[config.mk]
export PLATFORM = sky130hd
export DESIGN_NAME = syn_fifo_flex
export DESIGN_NICKNAME = d
export VERILOG_FILES = /design/src/rtl/syn_fifo_pkg.sv /design/src/rtl/syn_fifo_mem.sv /design/src/rtl/syn_fifo_flex.sv
export SDC_FILE = /design/constraint.sdc
export NUM_CORES = 1
export LEC_CHECK = 0
export ABC_AREA = 1
export BUFFER_PORTS_ARGS = -buffer_cell sky130_fd_sc_hd__clkbuf_2
export CAP_MARGIN = 0
export CELL_PAD_IN_SITES_DETAIL_PLACEMENT = 1
export CELL_PAD_IN_SITES_GLOBAL_PLACEMENT = 1
export CORE_ASPECT_RATIO = 1.2
export CORE_UTILIZATION = 44
export DETAILED_ROUTE_END_ITERATION = 7
export HOLD_SLACK_MARGIN = 0.03
export MAX_ROUTING_LAYER = met4
export PLACE_DENSITY = 0.76
export SYNTH_ARGS = -nofsm -noshare
export SYNTH_HDL_FRONTEND = slang
export SYNTH_HIERARCHICAL = 1
export SYNTH_SLANG_ARGS = --single-unit
[constraint.sdc]
create_clock -name clk -period 2.3 [get_ports clk]
set_clock_uncertainty 0.1 [all_clocks]
set_input_delay 0.23 -clock clk [delete_from_list [all_inputs] [get_ports clk]]
set_output_delay 0.23 -clock clk [all_outputs]
set_load 0.05 [all_outputs]
[src/rtl/syn_fifo_pkg.sv]
// Shared types, default sizes and pointer arithmetic for the synchronous FIFO family.
package syn_fifo_pkg;

    typedef enum logic {
        FIFO_STD  = 1'b0,
        FIFO_FWFT = 1'b1
    } fifo_mode_e;

    localparam int unsigned DEF_DATA_WIDTH = 8;
    localparam int unsigned DEF_DEPTH      = 16;
    localparam int unsigned DEF_AF_LEVEL   = 14;
    localparam int unsigned DEF_AE_LEVEL   = 2;

    // Fill level from wrap-bit pointers: difference modulo 2^ptr_width.
    function automatic int unsigned ptr_count(input int unsigned wr_ptr,
                                              input int unsigned rd_ptr,
                                              input int unsigned ptr_width);
        int unsigned mask;
        mask = (32'd1 << ptr_width) - 32'd1;
        return (wr_ptr - rd_ptr) & mask;
    endfunction

endpackage

[src/rtl/syn_fifo_mem.sv]
// FIFO storage: one synchronous write port, one asynchronous read port, contents not reset.
module syn_fifo_mem
    import syn_fifo_pkg::*;
#(
    parameter int unsigned DATA_WIDTH = DEF_DATA_WIDTH,
    parameter int unsigned DEPTH      = DEF_DEPTH
) (
    input  logic                     clk,
    input  logic                     we,
    input  logic [$clog2(DEPTH)-1:0] waddr,
    input  logic [DATA_WIDTH-1:0]    wdata,
    input  logic [$clog2(DEPTH)-1:0] raddr,
    output logic [DATA_WIDTH-1:0]    rdata
);

    logic [DATA_WIDTH-1:0] mem [DEPTH];

    // Write port.
    always_ff @(posedge clk) begin
        if (we) begin
            mem[waddr] <= wdata;
        end
    end

    assign rdata = mem[raddr];

endmodule

[src/rtl/syn_fifo_flex.sv]
// Single-clock FIFO with standard/FWFT read mode, fill count, programmable flags and flush.
module syn_fifo_flex
    import syn_fifo_pkg::*;
#(
    parameter int unsigned DATA_WIDTH = DEF_DATA_WIDTH,
    parameter int unsigned DEPTH      = DEF_DEPTH,
    parameter int unsigned FWFT       = 0,
    parameter int unsigned AF_LEVEL   = DEF_AF_LEVEL,
    parameter int unsigned AE_LEVEL   = DEF_AE_LEVEL
) (
    input  logic                   clk,
    input  logic                   rst_n,
    input  logic                   clr,
    input  logic                   wr_en,
    input  logic [DATA_WIDTH-1:0]  data_in,
    input  logic                   rd_en,
    output logic [DATA_WIDTH-1:0]  data_out,
    output logic                   empty,
    output logic                   full,
    output logic                   almost_empty,
    output logic                   almost_full,
    output logic [$clog2(DEPTH):0] count,
    output logic                   overflow,
    output logic                   underflow
);

    localparam int unsigned ADDR_WIDTH = $clog2(DEPTH);
    localparam int unsigned PTR_WIDTH  = ADDR_WIDTH + 1;
    localparam fifo_mode_e  MODE       = (FWFT != 0) ? FIFO_FWFT : FIFO_STD;
    localparam logic [PTR_WIDTH-1:0] AF_THR = PTR_WIDTH'(AF_LEVEL);
    localparam logic [PTR_WIDTH-1:0] AE_THR = PTR_WIDTH'(AE_LEVEL);

    logic [PTR_WIDTH-1:0]  wr_ptr;
    logic [PTR_WIDTH-1:0]  rd_ptr;
    logic [PTR_WIDTH-1:0]  wr_ptr_nxt;
    logic [PTR_WIDTH-1:0]  rd_ptr_nxt;
    logic [PTR_WIDTH-1:0]  count_nxt;
    logic                  empty_nxt;
    logic                  full_nxt;
    logic                  overflow_nxt;
    logic                  underflow_nxt;
    logic                  wr_acc;
    logic                  rd_acc;
    logic [DATA_WIDTH-1:0] rd_data;

    // Accept/reject decisions and next pointer state; flush overrides both requests.
    always_comb begin
        rd_acc        = rd_en & ~empty;
        wr_acc        = wr_en & (~full | rd_acc);
        wr_ptr_nxt    = wr_ptr;
        rd_ptr_nxt    = rd_ptr;
        overflow_nxt  = 1'b0;
        underflow_nxt = 1'b0;
        if (clr) begin
            wr_ptr_nxt = '0;
            rd_ptr_nxt = '0;
        end else begin
            if (wr_acc) begin
                wr_ptr_nxt = wr_ptr + PTR_WIDTH'(1);
            end
            if (rd_acc) begin
                rd_ptr_nxt = rd_ptr + PTR_WIDTH'(1);
            end
            overflow_nxt  = wr_en & ~wr_acc;
            underflow_nxt = rd_en & empty;
        end
        count_nxt = PTR_WIDTH'(ptr_count(32'(wr_ptr_nxt), 32'(rd_ptr_nxt), PTR_WIDTH));
        empty_nxt = (wr_ptr_nxt == rd_ptr_nxt);
        full_nxt  = (wr_ptr_nxt[ADDR_WIDTH-1:0] == rd_ptr_nxt[ADDR_WIDTH-1:0]) &&
                    (wr_ptr_nxt[ADDR_WIDTH] != rd_ptr_nxt[ADDR_WIDTH]);
    end

    // Pointers, count and flags, all registered from next-state values.
    always_ff @(posedge clk or negedge rst_n) begin
        if (!rst_n) begin
            wr_ptr       <= '0;
            rd_ptr       <= '0;
            count        <= '0;
            empty        <= 1'b1;
            full         <= 1'b0;
            almost_empty <= 1'b1;
            almost_full  <= 1'b0;
            overflow     <= 1'b0;
            underflow    <= 1'b0;
        end else begin
            wr_ptr       <= wr_ptr_nxt;
            rd_ptr       <= rd_ptr_nxt;
            count        <= count_nxt;
            empty        <= empty_nxt;
            full         <= full_nxt;
            almost_empty <= (count_nxt <= AE_THR);
            almost_full  <= (count_nxt >= AF_THR);
            overflow     <= overflow_nxt;
            underflow    <= underflow_nxt;
        end
    end

    syn_fifo_mem #(
        .DATA_WIDTH (DATA_WIDTH),
        .DEPTH      (DEPTH)
    ) u_mem (
        .clk   (clk),
        .we    (wr_acc & ~clr),
        .waddr (wr_ptr[ADDR_WIDTH-1:0]),
        .wdata (data_in),
        .raddr (rd_ptr[ADDR_WIDTH-1:0]),
        .rdata (rd_data)
    );

    if (MODE == FIFO_STD) begin : g_std
        logic [DATA_WIDTH-1:0] data_q;

        // Registered read data: loads the head on an accepted read, otherwise holds.
        always_ff @(posedge clk or negedge rst_n) begin
            if (!rst_n) begin
                data_q <= '0;
            end else if (clr) begin
                data_q <= '0;
            end else if (rd_acc) begin
                data_q <= rd_data;
            end
        end

        assign data_out = data_q;
    end else begin : g_fwft
        assign data_out = rd_data;
    end

endmodule

==> metrics, run 1 <==
status finished with violations; violated checks setup timing; CP arrival 2580 ps; endpoints failing setup 1; Chip Width 117 um; register area share after synthesis 0.650; Pwr Density 901 nW/um^2; first-pass GRT wire length 30600 um; CTS Buf Count 17; Worst path slowest cell dfstp_2; detail-routed via count per cell 5.26; fraction of layout cells with a size suffix above 1 0.204; max-slew violations 0; Setup crit end kind flop; Reg clk slew, reported paths 70 ps; Power Total 0.00753 W; Starting Density 0.450; non-filler cells in the finished layout approximately 980; mean post-synth cell area between 10 and 15 sq um; nature of the critical path startpoint flop; GPL Wtd Cong ~0.77; mapped cell area approximately 7000 sq um; CTS tree done; Synth Instances 683; io pins 32; Clk Latency, worst-skew pair about 430 ps; Rows 50; initial drt markers 341; Worst-Margin Slew 761 ps; pin count of the biggest net entering global routing 48; vias in the first global route 5619; #FFs+latches synth 157; routed wire length between 15000 and 20000 um; placeable core area 15600 sq um; Pre-antenna DRT Iters 5; Syn Nets 703; Max Freq between 400 and 500 MHz; Layout Nets about 780; RSZ-0062 raised after global routing true; Via Count 5138; Detail Route Antenna Nets 0; Final Hold Vio Count 0; MaxCap Viol Count 0; initial antenna violation count 0; CTS root buffer clkbuf_16; type of the worst min-delay path input port to flop; post-DP HPWL 12500 um; Port-buffer cells 31; die area 16500 sq um; Tot GR Track Use 0.257; Die H 140 um; # DRC 0; final worst path period share 1.00; H-tree depth 4; Yosys cell types 30; Peak VDD IR approximately 0.00043 V; wire per inst between 15 and 20 um; Placed Cells 936; Worst Setup Slack, final -11.5 ps; Max Root-Sink Buffers 2; kind of critical path flop to flop; leakage power 3.69 nW; WP data required 2570 ps; total gr overflow 0; Setup TNS Final -11.5 ps; Layout Utilization 0.534; Yosys warning count 6; CTS sink count 157; worst stage delay on the critical path 560 ps; crit path time final 2310 ps; cells along the critical path inv_4 -> nand2_4 -> a21oi_4 -> nand2_2 -> nand2_2 -> nor2_2 -> inv_1 -> ha_2 -> inv_2 -> fa_2 -> a21oi_2 -> nand2_1 -> nor2_2; CP Max Fanout 4; synthesis-to-layout area growth 18.8%; Relative slew margins 0.492; n_diodes 0
-- cell families after synthesis --
| logic type | synth area share |
|---|---|
| simple gates | 0.221 |
| compound gates | 0.0228 |
| buf+inv | 0.0904 |
| fa+ha+maj | 0.0135 |
| flops | 0.650 |
| xor+xnor | 0.00249 |
-- per-layer routing --
layer	track usage	routed length, um
met5	-	0
met4	0.131	680
met3	0.0468	740
met2	0.444	10400
met1	0.285	7630
-- worst max-delay path: cells and delay by family (launching register included) --
kind                       cells  cell delay, ps
adders and majority gates      2             630
DFF                            1             560
and+or+nand+nor                6             530
AOI/OAI and AO/OA              2             220
buffers and inverters          3             200
-- registers in the layout, indices dropped and copies added, names as in the netlist --
| register | cells |
|---|---|
| almost_empty | 1 |
| u_mem/mem | 128 |
| empty | 1 |
| full | 1 |
| almost_full | 1 |
| overflow | 1 |
| rd_ptr | 5 |
| wr_ptr | 5 |
| count | 5 |
| underflow | 1 |
| data_out | 8 |
-- stage by stage --
stage               setup slack (ps)  area, sq um  hold WS [ps]
floorplan                      -86.6         7040          -166
global placement                82.6         7590           194
detailed placement              -125         7590           232
CTS                             13.0         8270          79.9
global route                    -128         8360          97.9
finish                         -11.5         8360           108
-- synthesized netlist by cell type --
master | number | area [sq um]
nand2_1 | 189 | 709
edfxtp_1 | 128 | 3840
inv_1 | 118 | 443
nand3_1 | 104 | 521
dfrtp_1 | 27 | 676
nor2_1 | 25 | 93.8
buf_2 | 13 | 65.1
nand2_2 | 10 | 62.6
a22o_1 | 8 | 70.1
a21oi_1 | 7 | 35.0
buf_6 | 7 | 78.8
ha_1 | 6 | 75.1
buf_4 | 4 | 30.0
inv_2 | 4 | 15.0
nand3_2 | 4 | 40.0
nor3_1 | 4 | 20.0
nand4_1 | 3 | 18.8
nor3_2 | 3 | 30.0
o21ai_0 | 3 | 15.0
dfstp_2 | 2 | 52.6
nand3b_1 | 2 | 15.0
nor2_2 | 2 | 12.5
nor2_4 | 2 | 22.5
xor2_1 | 2 | 17.5
a21oi_4 | 1 | 16.3
a22oi_2 | 1 | 12.5
buf_1 | 1 | 3.75
fa_1 | 1 | 20.0
nor3b_1 | 1 | 7.51
o21bai_2 | 1 | 11.3
-- final timing paths --
| kind | start | end | cells past startpoint | slack, ps |
|---|---|---|---|---|
| worst max-delay path | empty$_DFF_PN1_ | almost_empty$_DFF_PN1_ | 13 | -10 |
| worst min-delay path | rd_en | overflow$_DFF_PN0_ | 4 | 110 |
| worst max register to register | empty$_DFF_PN1_ | almost_empty$_DFF_PN1_ | 13 | -10 |
| worst min register to register | data_out[6]$_DFFE_PN0P_ | data_out[6]$_DFFE_PN0P_ | 1 | 410 |
| max in group asynchronous | rst_n | rd_ptr[0]$_DFF_PN0_ | 2 | 1250 |
| min in group asynchronous | rst_n | data_out[7]$_DFFE_PN0P_ | 2 | 310 |
-- power breakdown --
part	total, W	internal, W	switching (W)
sequential	0.00324	0.00319	0.0000524
clock	0.00292	0.00181	0.00111
combinational	0.00137	0.000381	0.000990
total	0.00753	0.00538	0.00215
-- layout by cell type (no fill, tap or decap), drive strengths merged, types with 4 or more instances in the layout --
cell,count
nand2,199
edfxtp,128
inv,122
nand3,108
clkbuf,51
buf,44
nor2,29
dfrtp,27
a22o,8
a21oi,8
clkinv,7
nor3,7
ha,6
bufinv,4
-- area by class of cell --
type	instances	area (sq um)
Multi-Input combinational cell	379	1930
Sequential cell	157	4570
Tap cell	208	260
Clock inverter	12	170
Clock buffer	20	437
Timing Repair Buffer	78	528
Inverter	122	460
Fill cell	1721	7280
-- repair_timing --
action / in CTS / in global routing
endpoints found under the setup margin: 3 / 4
resized for setup: 8 / 16
buffers inserted: 1 / 4
endpoints found under the hold margin: 29 / 0
pin swaps: 1 / 10
hold buffers: 3 / 0
Power figures use the tool's default switching activity.
==> run 2, diff against run 1 <==
--- a/config.mk
+++ b/config.mk
@@ -5,17 +5,16 @@
 export SDC_FILE = /design/constraint.sdc
 export NUM_CORES = 1
 export LEC_CHECK = 0
-export ABC_AREA = 1
 export BUFFER_PORTS_ARGS = -buffer_cell sky130_fd_sc_hd__clkbuf_2
 export CAP_MARGIN = 0
 export CELL_PAD_IN_SITES_DETAIL_PLACEMENT = 1
 export CELL_PAD_IN_SITES_GLOBAL_PLACEMENT = 1
 export CORE_ASPECT_RATIO = 1.2
-export CORE_UTILIZATION = 44
+export CORE_UTILIZATION = 47
 export DETAILED_ROUTE_END_ITERATION = 7
 export HOLD_SLACK_MARGIN = 0.03
 export MAX_ROUTING_LAYER = met4
-export PLACE_DENSITY = 0.76
+export PLACE_DENSITY = 0.75
 export SYNTH_ARGS = -nofsm -noshare
 export SYNTH_HDL_FRONTEND = slang
 export SYNTH_HIERARCHICAL = 1
==> run 2 against run 1 <==
The run still ends with setup timing left. Critical path type unchanged. Power rose by 2.4%. Largest power group unchanged. Critical endpoint is now almost_full$_DFF_PN0_. Maximum frequency down 12%. Sequential share of layout area is 2.8 points higher. First-iteration DRC count down 28%. Via count fell by 31%.
==> metrics, run 2 <==
Chip Width approximately 110 um; Worst path top cell family by delay flip-flops; main flop type after synthesis edfxtp_1; CTS tree done; Tot GR Track Use 0.232; Rows 46; RSZ-0062 raised after global routing true; violated checks setup timing; Layout Nets 458; R2R Path Start empty$_DFF_PN1_; Critical path origin empty$_DFF_PN1_; Setup crit end kind flop; commonest cells after routing, fill and taps aside edfxtp_1, clkbuf_2, nand2_1; nature of the critical path startpoint flop; Synth Instances 355; type of the worst min-delay path input port to flop; critical path buffer and inverter count 2; crit path time final roughly 2600 ps; reg-to-reg slack, setup -340 ps; CP Max Fanout 5; CTS sink count 157; kind of critical path flop to flop; endpoints failing setup 21; Largest register FFs ~130; # DRC 0; detail-routed via count per cell 5.74; status finished with violations; final worst path period share 1.15; Detail Route Antenna Nets 0; Yosys cell types between 40 and 50; Port-buffer cells 31; #FFs+latches synth roughly 160; Max Freq 379 MHz; Final Hold Vio Count 0; dpl ws -327 ps; Pre-antenna DRT Iters 4; wire per inst 24.3 um; io pins 32; largest register by flop count u_mem/mem; Worst Min Path Start wr_en; cells along the critical path buf_12 -> nor2b_4 -> xnor2_1 -> nor2_1 -> ha_4 -> inv_2 -> fa_2 -> nand2_1 -> nand2_1 -> a21oi_2 -> nor2_1 -> a221o_1; Reg clk slew, reported paths 70 ps; register area share after synthesis 0.715; Syn Nets roughly 380; Yosys warning count 6; initial antenna violation count 0; synthesis-to-layout area growth 24.3%; GPL Wtd Cong about 0.8; WP data required 2510 ps; Layout fillers 1199; Synth top cells by count edfxtp_1, nand2_1, dfrtp_1, nor2_1, mux4_2; largest area contributor in the netlist edfxtp_1; placeable core area 13200 sq um; Yosys top cell area share 0.601; Worst path slowest cell dfstp_4; Post-synth ARST share 0.185; leakage power between 2 and 3 nW; mean post-synth cell area about 18 sq um; total gr overflow 0; Setup TNS Final -1310 ps; most common cell in the synthesized netlist edfxtp_1; mapped cell area 6400 sq um; fraction of layout cells with a size suffix above 1 0.390; n_diodes 0; max-slew violations 0; Max Root-Sink Buffers 2; Relative slew margins 0.502; ranking of synthesized cells by area edfxtp_1, dfrtp_1, mux4_2; Starting Density 0.483; first-pass GRT wire length about 22000 um; initial drt markers about 250; commonest non-fill, non-tap cell in the layout edfxtp_1; worst stage delay on the critical path 630 ps; Worst-Margin Slew ~750 ps; CP arrival 2850 ps; Peak VDD IR 0.000545 V; die area 14100 sq um; Via Count between 3k and 4k; post-DP HPWL around 9300 um; Worst Setup Slack, final -339 ps; Pwr Density a little under 1000 nW/um^2; MaxCap Viol Count 0; H-tree depth 4; vias in the first global route 3826; CTS root buffer clkbuf_16; Post-synth EDFFs 128; pin count of the biggest net entering global routing 33; Clk Latency, worst-skew pair 430 ps; routed wire length 15000 um; hold slack approximately 100 ps; CTS Buf Count 17; Die H 130 um
==> run 2: cell types whose count changed in the layout (fill, tap and decap cells not counted), sizes merged, moves of 4 or more <==
cell | previous run | this run
a22o | 8 | 1
a22oi | 1 | 16
clkinv | 7 | 2
nand2 | 199 | 31
inv | 122 | 19
xor2 | 2 | 6
nand3 | 108 | 2
a21oi | 8 | 12
or2 | 0 | 4
mux4 | 0 | 32
nor2 | 29 | 22
==> run 2: cell type report <==
cell class / count / area, sq um / share of cell area
clock inverters: 15 / 169 / 0.0212
inverters: 8 / 30.0 / 0.00377
repair buffers: 78 / 642 / 0.0807
multi-input cells: 176 / 1900 / 0.239
clock buffers: 17 / 425 / 0.0535
well taps: 168 / 210 / 0.0264
flip-flops and latches: 157 / 4580 / 0.575
==> run 2: stage by stage <==
stage	std cells	instance area (sq um)	total power, W	utilization
6_report	619	7960	0.00771	0.601
4_1_cts	613	7690	0.00759	0.581
2_1_floorplan	355	6480	0.00432	-
3_3_place_gp	577	7040	0.00469	0.532
3_5_place_dp	577	7040	0.00474	0.532
5_1_grt	619	7960	0.00798	0.601
==> run 2: kinds of logic (layout without fill, tap and decap cells) <==
kind of cell / Yosys count / in the layout / synth area share
AOI/OAI and AO/OA: 37 / 37 / 0.0411
muxes: 35 / 35 / 0.126
xor gates and xnor gates: 9 / 9 / 0.0135
buffers and inverters: 22 / 118 / 0.0219
adders and majority gates: 7 / 7 / 0.0149
DFF: 157 / 157 / 0.715
and+or+nand+nor: 88 / 88 / 0.0685
==> run 2: per-layer routing <==
metal,track usage,up-vias,share of wire
li1,-,1568,-
met1,0.282,1864,0.42
met2,0.373,95,0.52
met3,0.0470,29,0.036
met4,0.112,0,0.029
met5,-,-,0
==> run 2: worst min-delay path, delay by kind of cell <==
kind / cells / cell delay, ps
buf+inv: 2 / 230
simple gates: 1 / 130
==> run 2: power by group <==
part	internal, W	switching [W]
Clock	0.00155	0.00128
Sequential	0.00321	0.0000490
Combinational	0.000685	0.000939
==> run 2: path summary, 6_finish.rpt <==
path / end / cells after the start
setup / recovery: almost_full$_DFF_PN0_ / 12
hold reg to reg: data_out[4]$_DFFE_PN0P_ / 2
setup reg to reg: almost_full$_DFF_PN0_ / 12
min in group asynchronous: wr_ptr[1]$_DFF_PN0_ / 2
max in group asynchronous: rd_ptr[0]$_DFF_PN0_ / 2
hold / removal: overflow$_DFF_PN0_ / 3
==> run 2: timing repair <==
action,4_1_cts,5_1_grt
hold endpoints to repair,28,0
setup endpoints to repair,44,98
hold buffers,2,0
gates cloned,0,1
gates resized for setup,6,36
setup buffers,2,5
pin swaps,4,12
